### src/rtl/display_clk_en_gen.sv
`default_nettype none
// ============================================================================
// Module      : display_clk_en_gen
// Description : Multi-channel pixel clock-enable generator. Each channel
//               divides clk_sys by a programmable ratio N. It produces a
//               one-cycle pix_ce pulse every N cycles. The channel also
//               sequences a lock phase and a reset-stretch phase before it
//               releases its pixel-domain reset.
//
// Ports
//   clk_sys    : in  system clock, all logic on its rising edge
//   rst        : in  synchronous active-high reset
//   div_ratio  : in  per-channel divide ratio, channel c at [c*DIV_W +: DIV_W]
//   div_update : in  per-channel request to load div_ratio
//   ch_en      : in  per-channel level-sensitive enable
//   pix_ce     : out per-channel clock-enable pulse
//   rst_pix    : out per-channel active-high pixel-domain reset
//   ch_locked  : out per-channel lock indication
//   update_ack : out per-channel one-cycle pulse when a new ratio takes effect
//
// Revision    : 1.0 - initial release
// ============================================================================
module display_clk_en_gen #(
    parameter int NUM_CH      = 2,
    parameter int DIV_W       = 8,
    parameter int LOCK_CYCLES = 16,
    parameter int RST_STRETCH = 4
) (
    input  logic                    clk_sys,
    input  logic                    rst,
    input  logic [NUM_CH*DIV_W-1:0] div_ratio,
    input  logic [NUM_CH-1:0]       div_update,
    input  logic [NUM_CH-1:0]       ch_en,
    output logic [NUM_CH-1:0]       pix_ce,
    output logic [NUM_CH-1:0]       rst_pix,
    output logic [NUM_CH-1:0]       ch_locked,
    output logic [NUM_CH-1:0]       update_ack
);

    localparam int LOCK_W = $clog2(LOCK_CYCLES + 1);
    localparam int STR_W  = $clog2(RST_STRETCH + 1);

    localparam logic [1:0] c_st_off      = 2'd0;
    localparam logic [1:0] c_st_lock     = 2'd1;
    localparam logic [1:0] c_st_rst_hold = 2'd2;
    localparam logic [1:0] c_st_run      = 2'd3;

    localparam logic [DIV_W-1:0]  c_one      = {{(DIV_W-1){1'b0}}, 1'b1};
    localparam logic [LOCK_W-1:0] c_lock_max = LOCK_W'(LOCK_CYCLES);
    localparam logic [LOCK_W-1:0] c_lock_end = LOCK_W'(LOCK_CYCLES - 1);
    localparam logic [STR_W-1:0]  c_str_max  = STR_W'(RST_STRETCH);
    localparam logic [STR_W-1:0]  c_str_end  = STR_W'(RST_STRETCH - 1);

    for (genvar c = 0; c < NUM_CH; c++) begin : g_ch
        logic [1:0]        state_q, state_d;
        logic [DIV_W-1:0]  cnt_q, cnt_d;
        logic [DIV_W-1:0]  ratio_q, ratio_d;
        logic [DIV_W-1:0]  pend_ratio_q, pend_ratio_d;
        logic              pend_q, pend_d;
        logic [LOCK_W-1:0] lock_cnt_q, lock_cnt_d;
        logic [STR_W-1:0]  str_cnt_q, str_cnt_d;
        logic              pix_ce_q, pix_ce_d;
        logic              rst_pix_q, rst_pix_d;
        logic              locked_q, locked_d;
        logic              ack_q, ack_d;

        logic [DIV_W-1:0]  w_raw_ratio;
        logic [DIV_W-1:0]  w_req_ratio;
        logic              w_last;

        assign w_raw_ratio = div_ratio[c*DIV_W +: DIV_W];
        // A requested ratio of zero behaves as divide-by-one.
        assign w_req_ratio = (w_raw_ratio == '0) ? c_one : w_raw_ratio;
        // The last cycle of the current period. The stored ratio is never 0.
        assign w_last      = (cnt_q == (ratio_q - c_one));

        always_comb begin
            state_d      = state_q;
            cnt_d        = cnt_q;
            ratio_d      = ratio_q;
            pend_ratio_d = pend_ratio_q;
            pend_d       = pend_q;
            lock_cnt_d   = lock_cnt_q;
            str_cnt_d    = str_cnt_q;
            pix_ce_d     = 1'b0;
            rst_pix_d    = rst_pix_q;
            locked_d     = locked_q;
            ack_d        = 1'b0;

            if (state_q == c_st_off) begin
                cnt_d      = '0;
                lock_cnt_d = '0;
                str_cnt_d  = '0;
                rst_pix_d  = 1'b1;
                locked_d   = 1'b0;
                pend_d     = 1'b0;
                // No period is running, so a new ratio can take effect at once.
                if (div_update[c]) begin
                    ratio_d = w_req_ratio;
                    ack_d   = 1'b1;
                end
                if (ch_en[c]) begin
                    state_d = c_st_lock;
                end
            end else if (!ch_en[c]) begin
                // A disable outranks any update in the same cycle and
                // drops a pending one.
                state_d    = c_st_off;
                cnt_d      = '0;
                lock_cnt_d = '0;
                str_cnt_d  = '0;
                rst_pix_d  = 1'b1;
                locked_d   = 1'b0;
                pend_d     = 1'b0;
            end else begin
                cnt_d    = w_last ? '0 : (cnt_q + c_one);
                pix_ce_d = w_last;

                // A pending ratio takes effect on the pulse that ends the
                // current period, so no period is ever truncated.
                if (w_last && pend_q) begin
                    ratio_d = pend_ratio_q;
                    ack_d   = 1'b1;
                    pend_d  = 1'b0;
                end
                // A fresh request replaces any ratio still waiting. If it
                // arrives on the boundary cycle it waits for the next pulse.
                if (div_update[c]) begin
                    pend_d       = 1'b1;
                    pend_ratio_d = w_req_ratio;
                end

                // Sequencing counts the registered pulse, so a status
                // output changes in the cycle after the pulse that
                // completes its count.
                if (pix_ce_q) begin
                    case (state_q)
                        c_st_lock: begin
                            if (lock_cnt_q != c_lock_max) begin
                                lock_cnt_d = lock_cnt_q + 1'b1;
                            end
                            if (lock_cnt_q == c_lock_end) begin
                                state_d  = c_st_rst_hold;
                                locked_d = 1'b1;
                            end
                        end
                        c_st_rst_hold: begin
                            if (str_cnt_q != c_str_max) begin
                                str_cnt_d = str_cnt_q + 1'b1;
                            end
                            if (str_cnt_q == c_str_end) begin
                                state_d   = c_st_run;
                                rst_pix_d = 1'b0;
                            end
                        end
                        default: begin
                        end
                    endcase
                end
            end
        end

        always_ff @(posedge clk_sys) begin
            if (rst) begin
                state_q      <= c_st_off;
                cnt_q        <= '0;
                ratio_q      <= c_one;
                pend_ratio_q <= c_one;
                pend_q       <= 1'b0;
                lock_cnt_q   <= '0;
                str_cnt_q    <= '0;
                pix_ce_q     <= 1'b0;
                rst_pix_q    <= 1'b1;
                locked_q     <= 1'b0;
                ack_q        <= 1'b0;
            end else begin
                state_q      <= state_d;
                cnt_q        <= cnt_d;
                ratio_q      <= ratio_d;
                pend_ratio_q <= pend_ratio_d;
                pend_q       <= pend_d;
                lock_cnt_q   <= lock_cnt_d;
                str_cnt_q    <= str_cnt_d;
                pix_ce_q     <= pix_ce_d;
                rst_pix_q    <= rst_pix_d;
                locked_q     <= locked_d;
                ack_q        <= ack_d;
            end
        end

        assign pix_ce[c]     = pix_ce_q;
        assign rst_pix[c]    = rst_pix_q;
        assign ch_locked[c]  = locked_q;
        assign update_ack[c] = ack_q;
    end

endmodule
`default_nettype wire
### config.mk
export PLATFORM = sky130hd
export DESIGN_NAME = display_clk_en_gen
export DESIGN_NICKNAME = d
export VERILOG_FILES = /design/src/rtl/display_clk_en_gen.sv
export SDC_FILE = /design/constraint.sdc
export NUM_CORES = 1
export LEC_CHECK = 0
export ABC_AREA = 1
export CORE_MARGIN = 5
export CORE_UTILIZATION = 59
export DETAILED_ROUTE_END_ITERATION = 6
export GPL_ROUTABILITY_DRIVEN = 0
export MAX_ROUTING_LAYER = met4
export PLACE_DENSITY = 0.8
export SETUP_SLACK_MARGIN = 0.5
export SYNTH_ARGS = -nofsm -noshare
export SYNTH_HDL_FRONTEND = slang
export SYNTH_SLANG_ARGS = --single-unit
### constraint.sdc
create_clock -name clk_sys -period 2.6 [get_ports clk_sys]
set_clock_uncertainty 0.05 [all_clocks]
set_input_delay 0.26 -clock clk_sys [delete_from_list [all_inputs] [get_ports clk_sys]]
set_output_delay 0.26 -clock clk_sys [all_outputs]
set_load 0.1 [all_outputs]
==> reports/summary.txt, run 1 <==
Critical Path Start: g_ch[1].ratio_q[2]$_SDFFE_PP0P_
RSZ-0062 raised after global routing: yes
Yosys top cell by area: dfxtp_1
WHS: 0.400 ns
clk_lat worst skew: 0.35 ns
critical-path cell list: inv_2 -> nand2_1 -> nor2_1 -> nand3_2 -> nand3_1 -> nand2_1 -> nor2_1 -> nand3_2 -> a21oi_2 -> nor2_1
synthesized area: 0.00419 sq mm
status: completed
worst r2r src: g_ch[1].ratio_q[2]$_SDFFE_PP0P_
min-delay src: g_ch[1].pend_ratio_q[5]$_SDFFE_PP0P_
num rows: 30
# IOs: 30
clock sink count: 78
DRT Wirelength: 8.69 mm
Tcrit/Tclk final: 76.8%
Worst Max-Slew Pin Slew: 0.686 ns
via count: 3691
sequential element share of the synthesized area: 37.2%
pin count of the biggest net entering global routing: 27
final core occ: 70.3%
synth warn: 0
# DRC: 0
vias per cell: 5.13
Die W: 94.3 um
die area: 0.00889 sq mm
clock root cell: clkbuf_8
crit-path leading delay family: simple AND/OR/NAND/NOR gates
global-route wire length before repair: 14.4 mm
Pwr Total: 0.00276 W
Slowest-stage cell, CP: nor2_1
antenna diode count: 0
Reg clk slew, reported paths: 0.08 ns
Worst Hold Class: reg2reg
clock buffer depth: 2
Max Cap Viol: 0
nets: 662
Pre-antenna DRT Iters: 5
most frequent CP cell: nor2_1
total CTS buffers: 9
fin. max-slew vios: 0
H-tree Lvls: 3
Wirelength per Cell: 12.1 um
crit path capture type: register
GR Util All Layers: 20.6%
Synth area leaders: dfxtp_1 (37%), nand2_1 (10%), inv_1 (8.0%)
height of the die: 94.3 um
minimum setup slack after placement: 0.565 ns
setup TNS: 0 ns
CTS hold repair buffers: 0
Synth Instances: 592
TritonCTS clock tree: yes
Critical Path AT: 2.20 ns
Final ANT Viol Nets: 0
critical path peak fanout: 4
Syn Area/Cell: 7.08 sq um
Final Hold Viols: 0
Slowest Stage Delay on Critical Path: 0.46 ns
setup ws final: 0.603 ns
initial antenna violation count: 0
Initial Utilization: 61.0%
Core Footprint: 0.00687 sq mm
Yosys cell types: 36
top achievable clock speed: 501 MHz
share of the synthesized area in the top cell type: 37.2%
port bufs: 29
Layout area overhead: 15.1%
Initial DRC Count: 194
min Tclk post-route: 2.00 ns
kind of critical path: reg2reg
worst rel slew slack: 54.2%
dpl hpwl: 6.21 mm
vias in the first global route: 3396
Buf/Inv on CP: 1
share of cells above drive strength 1: 12.0%
pwr dens: 572 mW/mm^2
FF+latch count, synth: 78
# setup viols final: 0
CP Launch Type: register
overflow left after global routing: 0
maximum vdd drop: 346 uV
Mapped Nets: 636
most frequent cells in the layout: nand2_1 (111), inv_1 (89), dfxtp_1 (76)
leading cell type in the layout, fill and taps excluded: nand2_1
worst endpoint required time: 2.80 ns
Pleak: 1.95 nW
state kept, by name, indices dropped and copies added (netlist names):
register           flops
g_ch.pend_ratio_q     16
g_ch.cnt_q            16
g_ch.pix_ce_q          2
g_ch.state_q           4
g_ch.locked_q          2
g_ch.str_cnt_q         6
g_ch.pend_q            2
g_ch.ratio_q          16
g_ch.lock_cnt_q       10
g_ch.ack_q             2
g_ch.rst_pix_q         2
report_power, final:
group	switching (W)	total [W]	internal [W]
Sequential	0.0000304	0.00127	0.00123
Clock	0.000436	0.00105	0.000619
Combinational	0.000282	0.000442	0.000160
through the flow:
stage,instances,area [sq um]
floorplan,592,4190
global placement,698,4470
detailed placement,698,4470
CTS,714,4700
global route,719,4830
finish,719,4830
routing by layer:
| metal | vias up | global-route usage [%] | part of all wire [%] |
|---|---|---|---|
| li1 | 1949 | - | - |
| met5 | - | - | 0 |
| met4 | 0 | 9.39 | 1.6 |
| met1 | 1656 | 25.8 | 46 |
| met2 | 69 | 32.8 | 48 |
| met3 | 17 | 3.21 | 4.3 |
cells in the mapped netlist, drive strengths merged:
library cell	count
nand2	116
inv	93
dfxtp	78
nor2	65
a21oi	55
o21ai	50
nand3	44
ha	22
buf	13
clkbuf	9
xor2	9
nor3	6
xnor2	6
nand4	5
or2	5
o211ai	4
nor3b	3
a211oi	2
clkinv	2
nor4	2
o2111ai	2
o22ai	1
layout make-up:
type | count | area (sq um)
Timing Repair Buffer | 33 | 300
Clock buffer | 13 | 169
Tap cell | 96 | 120
Clock inverter | 3 | 65.1
Sequential cell | 78 | 1560
Multi-Input combinational cell | 401 | 2250
Fill cell | 547 | 2040
Inverter | 95 | 358
logic make-up (layout without fill, tap and decap cells):
group	after synthesis	count (layout)	synth area share, %
XOR/XNOR	15	15	3.31
buffers and inverters	117	144	11.8
AND/OR/NAND/NOR	246	250	26.2
adder cells (fa/ha/maj)	22	22	6.57
flip-flops	78	78	37.2
AO/OA/AOI/OAI	114	114	14.9
worst paths after layout:
| kind | slack, ns | end | cells after the start |
|---|---|---|---|
| worst min register to register | 0.40 | g_ch[1].pend_ratio_q[5]$_SDFFE_PP0P_ | 2 |
| worst min-delay path | 0.40 | g_ch[1].pend_ratio_q[5]$_SDFFE_PP0P_ | 2 |
| worst max-delay path | 0.60 | g_ch[1].ratio_q[3]$_SDFFE_PP0P_ | 10 |
| worst max register to register | 0.60 | g_ch[1].ratio_q[3]$_SDFFE_PP0P_ | 10 |
timing repair:
item | CTS | global route
endpoints found under the setup margin | 0 | 37
resized for setup | 0 | 17
hold endpoints to repair | 0 | 0
setup buffers | 0 | 1
worst min-delay path, stage by stage, from the launching register on:
cell and delay [ns]:
dfxtp_1 0.30, inv_1 0.05, a21oi_1 0.05
Power figures use the tool's default switching activity.
==> inputs of run 2 (changes only) <==
--- a/config.mk
+++ b/config.mk
@@ -7,11 +7,11 @@
 export LEC_CHECK = 0
 export ABC_AREA = 1
 export CORE_MARGIN = 5
-export CORE_UTILIZATION = 59
+export CORE_UTILIZATION = 53
 export DETAILED_ROUTE_END_ITERATION = 6
 export GPL_ROUTABILITY_DRIVEN = 0
 export MAX_ROUTING_LAYER = met4
-export PLACE_DENSITY = 0.8
+export PLACE_DENSITY = 0.76
 export SETUP_SLACK_MARGIN = 0.5
 export SYNTH_ARGS = -nofsm -noshare
 export SYNTH_HDL_FRONTEND = slang
==> constraint.sdc (replaced) <==
create_clock -name clk_sys -period 1.6 [get_ports clk_sys]
set_clock_uncertainty 0.05 [all_clocks]
set_input_delay 0.16 -clock clk_sys [delete_from_list [all_inputs] [get_ports clk_sys]]
set_output_delay 0.16 -clock clk_sys [all_outputs]
set_load 0.1 [all_outputs]
==> run 2 against run 1 <==
The flow now finishes with violations (setup timing). First-iteration DRC count grew 69%. Worst setup slack lost 0.94 ns. Hold slack gained 0.0043 ns. Cell count grew 12%. Critical path type unchanged.
==> reports/summary.txt, run 2 (same netlist as run 1, synthesis figures left out) <==
worst r2r src: g_ch[0].ratio_q[1]$_SDFFE_PP0P_
die area: 0.00979 sq mm
pwr dens: 773 mW/mm^2
Slowest-stage cell, CP: dfxtp_2
Tcrit/Tclk final: 121%
DRT Wirelength: 15.0 mm
Critical Path AT: 2.17 ns
# setup viols final: 52
fin. max-slew vios: 0
Final Hold Viols: 0
setup slack, reg-to-reg: -0.33 ns
port bufs: 29
vias in the first global route: 4436
worst endpoint required time: 1.83 ns
nets: 744
placed cell count: 751
Layout area overhead: 52.8%
clock root cell: clkbuf_8
Initial Utilization: 54.3%
antenna diode count: 0
share of cells above drive strength 1: 44.5%
placed instance area: 0.00529 sq mm
TritonCTS clock tree: yes
initial antenna violation count: 0
status: finished, violations left
Pre-antenna DRT Iters: 4
crit path capture type: register
GR Util All Layers: 25.4%
Finished Cell Area: 0.00641 sq mm
Hold Path End: g_ch[0].pend_ratio_q[6]$_SDFFE_PP0P_
# IOs: 30
Pwr Total: 0.00496 W
height of the die: 98.9 um
dpl hpwl: 7.09 mm
crit-path leading delay family: simple AND/OR/NAND/NOR gates
Reg clk slew, reported paths: 0.08 ns
clock sink count: 78
H-tree Lvls: 3
overflow left after global routing: 0
via count: 4742
vias per cell: 5.88
maximum vdd drop: 577 uV
Worst Hold Class: reg2reg
R2R cell count: 13
pin count of the biggest net entering global routing: 18
num rows: 32
Pleak: 2.51 nW
kind of critical path: reg2reg
worst reg2reg path endpoint: g_ch[0].ratio_q[3]$_SDFFE_PP0P_
fin cells: 807
Buf/Inv on CP: 2
critical-path cell list: inv_2 -> ha_4 -> nand2_4 -> nor2_2 -> nand2_1 -> nand2_1 -> nand2_2 -> nor2_4 -> nand4_4 -> buf_12 -> nand3_1 -> nand2_1 -> nor2_1
global-route wire length before repair: 19.9 mm
total CTS buffers: 9
CP Launch Type: register
clk_lat worst skew: 0.36 ns
RSZ-0062 raised after global routing: yes
critical path peak fanout: 17
Max Cap Viol: 0
most frequent cells in the layout: nand2_1 (95), inv_1 (72), buf_4 (63)
top achievable clock speed: 517 MHz
Initial DRC Count: 328
# DRC: 0
Die W: 98.9 um
min-delay src: g_ch[0].pend_ratio_q[6]$_SDFFE_PP0P_
Core Footprint: 0.00773 sq mm
Largest regs: g_ch.cnt_q (16), g_ch.pend_ratio_q (16), g_ch.ratio_q (16)
Wirelength per Cell: 18.6 um
violations in the final reports: setup timing
Slowest Stage Delay on Critical Path: 0.32 ns
Final ANT Viol Nets: 0
most frequent CP cell: nand2_1
worst rel slew slack: 65.3%
min Tclk post-route: 1.93 ns
clock buffer depth: 2
Hold Crit Depth: 2
setup ws final: -0.334 ns
leading cell type in the layout, fill and taps excluded: nand2_1
Worst Max-Slew Pin Slew: 0.519 ns
WHS: 0.404 ns
## run 2: area by class of cell
type	count	area, sq um
flip-flops and latches	78	1600
clock inverters	3	67.6
clock buffers	13	149
repair inverters	1	7.51
well taps	102	128
repair buffers	113	1120
fillers	371	1320
inverters	95	373
multi-input cells	402	2960
## run 2: power breakdown
part	leakage (nW)	total (W)	switching, W	internal, W
combinational	1.76	0.00122	0.000695	0.000527
sequential	0.642	0.00206	0.0000533	0.00200
clock	0.104	0.00168	0.000752	0.000925
total	2.51	0.00496	0.00150	0.00346
## run 2: worst reg2reg max path: cells and delay by family, from the launching register on
| kind | cells | cell delay, ns |
|---|---|---|
| fa+ha+maj | 1 | 0.17 |
| buf+inv | 2 | 0.26 |
| flops | 1 | 0.32 |
| simple gates | 10 | 1.06 |
## run 2: worst max path at each step
stage	depth (start not counted)	startpoint	slack (ns)	end
after detailed placement	14	g_ch[1].ratio_q[0]$_SDFFE_PP1P_	-0.23	g_ch[1].ratio_q[1]$_SDFFE_PP0P_
after floorplan	14	g_ch[1].ratio_q[0]$_SDFFE_PP1P_	-0.14	g_ch[1].ratio_q[1]$_SDFFE_PP0P_
final	13	g_ch[0].ratio_q[1]$_SDFFE_PP0P_	-0.33	g_ch[0].ratio_q[3]$_SDFFE_PP0P_
after global placement	13	g_ch[1].ratio_q[0]$_SDFFE_PP1P_	-0.19	g_ch[1].ratio_q[1]$_SDFFE_PP0P_
after global routing	13	g_ch[0].ratio_q[1]$_SDFFE_PP0P_	-0.47	g_ch[0].ratio_q[3]$_SDFFE_PP0P_
after CTS	13	g_ch[1].ratio_q[0]$_SDFFE_PP1P_	-0.17	g_ch[1].ratio_q[4]$_SDFFE_PP0P_
## run 2: metal layers
metal  part of all wire (%)  GRT usage (%)
met5                      0              -
met4                    5.9           12.0
met3                    6.3           5.45
met2                     51           45.2
met1                     36           26.4
## run 2: per-stage QoR
| step | TNS, ns | utilization, % | setup slack (ns) |
|---|---|---|---|
| global route | -14.19 | 82.9 | -0.468 |
| global placement | -4.33 | 68.4 | -0.188 |
| CTS | -4.15 | 78.4 | -0.167 |
| floorplan | -1.79 | - | -0.140 |
| finish | -8.88 | 82.9 | -0.334 |
| detailed placement | -6.53 | 68.4 | -0.228 |
## run 2: what timing repair did
| item | 4_1_cts | 5_1_grt |
|---|---|---|
| gates resized for setup | 93 | 58 |
| buffers inserted | 23 | 11 |
| setup endpoints to repair | 86 | 86 |
| cloned | 5 | 1 |
| pin swaps | 26 | 29 |
| hold buffers | 0 | 0 |
==> inputs of run 3 (changes only) <==
--- a/config.mk
+++ b/config.mk
@@ -8,6 +8,7 @@
 export ABC_AREA = 1
 export CORE_MARGIN = 5
 export CORE_UTILIZATION = 53
+export CTS_CLUSTER_DIAMETER = 150
 export DETAILED_ROUTE_END_ITERATION = 6
 export GPL_ROUTABILITY_DRIVEN = 0
 export MAX_ROUTING_LAYER = met4
==> results of run 3 <==
The final DEF is identical to that of run 2; final timing and power are the same.
